`config.mk`:
```
export PLATFORM = sky130hd
export DESIGN_NAME = ikaopm_dac_rx_flat
export DESIGN_NICKNAME = d
export VERILOG_FILES = /design/src/rtl/ikaopm_dac_rx_if.sv /design/src/rtl/ikaopm_dac_rx.sv /design/src/flat_wrapper.sv
export SDC_FILE = /design/constraint.sdc
export NUM_CORES = 1
export LEC_CHECK = 0
export ABC_AREA = 0
export CAP_MARGIN = 20
export CORE_ASPECT_RATIO = 0.9
export CORE_MARGIN = 4
export CORE_UTILIZATION = 59
export CTS_CLUSTER_DIAMETER = 80
export DETAILED_ROUTE_END_ITERATION = 8
export MAX_ROUTING_LAYER = met4
export PLACE_DENSITY = 0.84
export RECOVER_POWER = 50
export SKIP_LAST_GASP = 1
export SLEW_MARGIN = 20
export SYNTH_ARGS = -nofsm -noshare
export SYNTH_HDL_FRONTEND = slang
export SYNTH_SLANG_ARGS = --single-unit
```
`constraint.sdc`:
```
create_clock -name i_EMUCLK -period 4.1 [get_ports i_EMUCLK]
set_clock_uncertainty 0.05 [all_clocks]
set_input_delay 0.41 -clock i_EMUCLK [delete_from_list [all_inputs] [get_ports i_EMUCLK]]
set_output_delay 0.41 -clock i_EMUCLK [all_outputs]
set_load 0.03 [all_outputs]
```
`src/rtl/ikaopm_dac_rx_if.sv`:
```
// Serial DAC link (SO/SH1/SH2 with bit enable) plus the parallel PCM result.
// o_FRAMEERR exists only when IKAOPM_DAC_FRAMECHK_EN is defined.
interface ikaopm_dac_rx_if;
    logic        i_CEN_n;
    logic        i_SO;
    logic        i_SH1;
    logic        i_SH2;
    logic [15:0] o_L;
    logic [15:0] o_R;
    logic        o_L_VALID;
    logic        o_R_VALID;
`ifdef IKAOPM_DAC_FRAMECHK_EN
    logic        o_FRAMEERR;

    modport master (output i_CEN_n, i_SO, i_SH1, i_SH2,
                    input  o_L, o_R, o_L_VALID, o_R_VALID, o_FRAMEERR);
    modport slave  (input  i_CEN_n, i_SO, i_SH1, i_SH2,
                    output o_L, o_R, o_L_VALID, o_R_VALID, o_FRAMEERR);
`else
    modport master (output i_CEN_n, i_SO, i_SH1, i_SH2,
                    input  o_L, o_R, o_L_VALID, o_R_VALID);
    modport slave  (input  i_CEN_n, i_SO, i_SH1, i_SH2,
                    output o_L, o_R, o_L_VALID, o_R_VALID);
`endif
endinterface

```
`src/rtl/ikaopm_dac_rx.sv`:
```
// OPM serial DAC receiver: 13-bit float words -> 16-bit signed PCM per channel; optional frame checker (IKAOPM_DAC_FRAMECHK_EN).
// Latency: latch at edge E, sample and VALID pulse registered at E+1.
// Backpressure: none; accepts one sample per channel per bit enable.
module ikaopm_dac_rx #(
    parameter int FRAME_BITS = 16
) (
    input  logic            i_EMUCLK,
    input  logic            i_RST_n,
    ikaopm_dac_rx_if.slave  dac
);
    // The bit counter is 6 bits wide and saturates at 63.
    if (FRAME_BITS < 1 || FRAME_BITS > 63) begin : g_frame_bits_range
        $error("FRAME_BITS must be within 1..63");
    end

    logic [15:0] sr_q, sr_d;
    logic        sh1_q, sh1_d, sh2_q, sh2_d;
    logic [15:0] cap_l_q, cap_l_d, cap_r_q, cap_r_d;
    logic        lat_l_q, lat_l_d, lat_r_q, lat_r_d;
    logic [15:0] l_q, l_d, r_q, r_d;
    logic        l_vld_q, l_vld_d, r_vld_q, r_vld_d;
    logic        en, fall1, fall2;

    // Offset-binary mantissa becomes signed by flipping its MSB; exponent 0 means silence.
    function automatic logic [15:0] lin(input logic [15:0] w);
        logic signed [15:0] s;
        s = {{6{~w[12]}}, ~w[12], w[11:3]};
        if (w[15:13] == 3'd0) lin = 16'd0;
        else                  lin = s <<< (w[15:13] - 3'd1);
    endfunction

    assign en    = ~dac.i_CEN_n;
    assign fall1 = en & sh1_q & ~dac.i_SH1;
    assign fall2 = en & sh2_q & ~dac.i_SH2;

    always_comb begin
        sr_d    = sr_q;
        sh1_d   = sh1_q;
        sh2_d   = sh2_q;
        cap_l_d = cap_l_q;
        cap_r_d = cap_r_q;
        if (en) begin
            sr_d  = {dac.i_SO, sr_q[15:1]};
            sh1_d = dac.i_SH1;
            sh2_d = dac.i_SH2;
        end
        // Capture the word as it stood before this enable's shift.
        if (fall1) cap_l_d = sr_q;
        if (fall2) cap_r_d = sr_q;
        lat_l_d = fall1;
        lat_r_d = fall2;
        l_d     = lat_l_q ? lin(cap_l_q) : l_q;
        r_d     = lat_r_q ? lin(cap_r_q) : r_q;
        l_vld_d = lat_l_q;
        r_vld_d = lat_r_q;
    end

    always_ff @(posedge i_EMUCLK) begin
        if (!i_RST_n) begin
            sr_q    <= '0;
            sh1_q   <= 1'b0;
            sh2_q   <= 1'b0;
            cap_l_q <= '0;
            cap_r_q <= '0;
            lat_l_q <= 1'b0;
            lat_r_q <= 1'b0;
            l_q     <= '0;
            r_q     <= '0;
            l_vld_q <= 1'b0;
            r_vld_q <= 1'b0;
        end else begin
            sr_q    <= sr_d;
            sh1_q   <= sh1_d;
            sh2_q   <= sh2_d;
            cap_l_q <= cap_l_d;
            cap_r_q <= cap_r_d;
            lat_l_q <= lat_l_d;
            lat_r_q <= lat_r_d;
            l_q     <= l_d;
            r_q     <= r_d;
            l_vld_q <= l_vld_d;
            r_vld_q <= r_vld_d;
        end
    end

    assign dac.o_L       = l_q;
    assign dac.o_R       = r_q;
    assign dac.o_L_VALID = l_vld_q;
    assign dac.o_R_VALID = r_vld_q;

`ifdef IKAOPM_DAC_FRAMECHK_EN
    logic [5:0] cnt_q, cnt_d;
    logic       armed_q, armed_d;
    logic       err_q, err_d;

    // The first latch after reset only arms the checker, so a partial frame is tolerated.
    always_comb begin
        cnt_d   = cnt_q;
        armed_d = armed_q;
        err_d   = err_q;
        if (en) begin
            if (fall1 || fall2) begin
                if (armed_q && (cnt_q != 6'(FRAME_BITS))) err_d = 1'b1;
                cnt_d   = 6'd1;
                armed_d = 1'b1;
            end else if (cnt_q != 6'd63) begin
                cnt_d = cnt_q + 6'd1;
            end
        end
    end

    always_ff @(posedge i_EMUCLK) begin
        if (!i_RST_n) begin
            cnt_q   <= '0;
            armed_q <= 1'b0;
            err_q   <= 1'b0;
        end else begin
            cnt_q   <= cnt_d;
            armed_q <= armed_d;
            err_q   <= err_d;
        end
    end

    assign dac.o_FRAMEERR = err_q;
`endif
endmodule
```
`src/flat_wrapper.sv`:
```
// flat-port wrapper written by rule: the top's interface ports become plain ports
module ikaopm_dac_rx_flat 
#(
    parameter int FRAME_BITS = 16
)
  (i_EMUCLK, i_RST_n, dac_i_CEN_n, dac_i_SO, dac_i_SH1, dac_i_SH2, dac_o_L, dac_o_R, dac_o_L_VALID, dac_o_R_VALID);
  ikaopm_dac_rx_if dac_i ();
  input  logic i_EMUCLK;
  input  logic i_RST_n;
  input wire logic [$bits(dac_i.i_CEN_n)-1:0] dac_i_CEN_n;
  input wire logic [$bits(dac_i.i_SO)-1:0] dac_i_SO;
  input wire logic [$bits(dac_i.i_SH1)-1:0] dac_i_SH1;
  input wire logic [$bits(dac_i.i_SH2)-1:0] dac_i_SH2;
  output wire logic [$bits(dac_i.o_L)-1:0] dac_o_L;
  output wire logic [$bits(dac_i.o_R)-1:0] dac_o_R;
  output wire logic [$bits(dac_i.o_L_VALID)-1:0] dac_o_L_VALID;
  output wire logic [$bits(dac_i.o_R_VALID)-1:0] dac_o_R_VALID;
  assign dac_i.i_CEN_n = dac_i_CEN_n;
  assign dac_i.i_SO = dac_i_SO;
  assign dac_i.i_SH1 = dac_i_SH1;
  assign dac_i.i_SH2 = dac_i_SH2;
  assign dac_o_L = dac_i.o_L;
  assign dac_o_R = dac_i.o_R;
  assign dac_o_L_VALID = dac_i.o_L_VALID;
  assign dac_o_R_VALID = dac_i.o_R_VALID;
  ikaopm_dac_rx #(.FRAME_BITS(FRAME_BITS)) u_core (.i_EMUCLK(i_EMUCLK), .i_RST_n(i_RST_n), .dac(dac_i));
endmodule
```
==> results.toml <==
[logic_synthesis]
synth_cells = 385
syn_area_um2 = 3380
ys_ff_latch = 77
ys_seq_area_share_pct = 45.6
synth_nets = 395
ys_types = 31
yosys_warnings = 0
syn_area_per_cell_um2 = 8.77

[floorplan]
rows = 25
die_w_um = 87.7
dieArea_um2 = 7000
start_util_pct = 62.4
die_y_um = 79.8
ios = 40
core_area_um2 = 5410

[timing]
fin_crit_ns = 2.79
timing.hold.ws_ns = 0.383
period_share_pct = 68.0
rsz0062_at_grt = "no"
slew_violations = 43
worst_pin_slew_ns = 1.70
relSlewSlack_pct = -13.3
tns_ns = 0
setup_violations = 0
finalHoldViolCount = 0
setup_slack_ns = 1.31
max_freq_mhz = 359

[cts]
htreeDepth = 3
holdBufCountCts = 0
cts_buffer_depth = 2
clock-sinks = 77
path_clk_slew_ns = 0.08
cts_buffers = 9
clkLatencyLatePin_ns = 0.35
ctsResizeCount = 0
post_cts_buffers = 0
cts_root_buf = "clkbuf_8"
cts_tree = "built"

[power_and_ir_drop]
peakVddDrop_mv = 0.279
pwr-share-comb_pct = 2.8
power_report.internal_total_uw = 982
power.leakage_uw = 0.00149
clock_power_share_pct = 38.8
power_density_nw_per_um2 = 329
power_switching_uw = 308
power.share.sequential_pct = 58.4
swShare_pct = 23.9

[critical_path]
required_ns = 4.22
cpPeakStageDelay_ns = 1.29
slowest_stage = "clkbuf_1"
path_max_fanout = 42
regToRegSetupSlack_ns = 1.48
crit_path_cell_trace = "dlygate4sd3_1 -> clkinv_1 -> clkbuf_1 -> nor2_1"
end_kind = "flop"
crit_family = "buffers and inverters"
worstPathArrival_ns = 2.91
crit_type = "in -> reg"
cp_num_buf_inv = 3
critPathLaunchType = "input port"

[placed_design]
gp_congestion = 0.947
post-place-ws_ns = 1.58
io_buffers = 39
dp_hpwl_um = 5420

[grt]
grt_pass1_vias = 2552
overflow = 0
antenna_found_initial = 0
grt_pass1_wl_um = 12200
grt_usage_pct = 23.3
grt_max_degree = 43

[route]
drt-pass1-iter-count = 5
vias = 2784
drtAntennaViolNets = 0
drt_iter0_drc = 211
viasPerCell = 5.72
wl_per_cell_um = 15.3
met2_length_um = 3380
drt-total-wl_um = 7440
drc = 0
dr.max_layer_used = "met4"
m1WireLength_um = 3490
wl_met3_um = 475

[hold_path]
min_path_type = "reg -> reg"

[final_layout]
insertedDiodeCount = 0
drive_gt1_share_pct = 6.67
syn_to_final_growth_pct = 16.3
final_common_cell = "nand2_1"
final_nets = 425
mostFrequentLayoutCells = "nand2_1 (96), dfxtp_1 (77), mux2i_1 (47), dlygate4sd3_1 (36), a21oi_1 (34)"
fillers = 442

[run_status]
status = "complete, but fails checks"
violations = "max-capacitance violations, max-slew violations"

[run]
max_cap_violations = 1
-- sequential cells by signal, indices dropped and copies added (netlist names), 13 cells and up --
name and count:
u_core.cap_r_q 13, u_core.cap_l_q 13, u_core.dac.o_R 16, u_core.sr_q 13
u_core.dac.o_L 16
-- tightest hold or removal path, stage by stage, from the launching register on --
cell and delay, ns:
dfxtp_1 0.31, nand2_1 0.05, nand2_1 0.04
-- power groups by stage --
stage | Sequential [µW] | Combinational, µW | Clock, µW
3_5_place_dp | 771 | 36.6 | 0
4_1_cts | 753 | 36.7 | 510
6_report | 753 | 35.8 | 501
5_1_grt | 754 | 39.6 | 545
2_1_floorplan | 770 | 26.6 | 0
3_3_place_gp | 771 | 35.7 | 0
-- worst paths after layout --
path / start / endpoint / depth (start not counted)
setup / recovery: i_RST_n / u_core.sr_q[4]$_SDFFE_PN0N_ / 4
hold reg to reg: u_core.dac.o_R[8]$_SDFFE_PN0P_ / u_core.dac.o_R[8]$_SDFFE_PN0P_ / 2
hold / removal: u_core.dac.o_R[8]$_SDFFE_PN0P_ / u_core.dac.o_R[8]$_SDFFE_PN0P_ / 2
setup reg to reg: u_core.cap_r_q[13]$_SDFFE_PN0P_ / u_core.dac.o_R[5]$_SDFFE_PN0P_ / 6
-- cell type report --
class	instances	area, µm²	share of cell area, %
clock buffers	11	131	3.35
clock inverters	5	36.3	0.924
inverters	11	41.3	1.05
multi-input cells	276	1700	43.2
flip-flops and latches	77	1540	39.3
well taps	67	83.8	2.14
repair buffers	40	394	10.0
-- synthesized netlist by cell type --
library cell	number	area [µm²]
a21oi_1	34	170
inv_1	6	22.5
mux4_2	2	45.0
nor2_1	31	116
o311ai_0	1	8.76
clkinv_1	1	3.75
a22oi_1	16	120
or3_4	2	22.5
a222oi_1	2	20.0
nand3b_1	2	15.0
o21ai_1	2	10.0
nand2b_1	2	12.5
a21oi_4	4	65.1
nand3_1	2	10.0
nand4_1	4	25.0
buf_4	2	15.0
o311ai_1	3	26.3
inv_2	4	15.0
o21ai_0	2	10.0
buf_1	2	7.51
buf_2	8	40.0
nand2_1	96	360
or3b_4	2	22.5
a31oi_1	10	62.6
mux2i_1	47	470
clkbuf_1	9	33.8
and2_1	2	12.5
nor2b_1	4	25.0
a221oi_1	2	17.5
ha_1	4	50.1
dfxtp_1	77	1540
-- cells by family after synthesis --
group | after synthesis | synth area share [%]
flip-flops | 77 | 45.6
buffers and inverters | 32 | 4.08
AO/OA/AOI/OAI | 76 | 15.1
AND/OR/NAND/NOR | 147 | 18.4
multiplexers | 49 | 15.3
adder cells (fa/ha/maj) | 4 | 1.48
-- routing by layer --
metal  global-route usage [%]  vias to the layer above
met3                     6.30                       14
met5                        -                        -
met1                     31.3                     1291
met2                     33.4                       83
li1                         -                     1396
met4                     9.05                        0
-- stage by stage --
step / area [µm²] / utilization, % / total power (µW) / instances
2_1_floorplan: 3380 / - / 797 / 385
3_3_place_gp: 3760 / 69.5 / 806 / 471
3_5_place_dp: 3760 / 69.5 / 807 / 471
4_1_cts: 3930 / 72.6 / 1300 / 487
5_1_grt: 3930 / 72.6 / 1340 / 487
6_report: 3930 / 72.6 / 1290 / 487
Power figures use the tool's default switching activity.
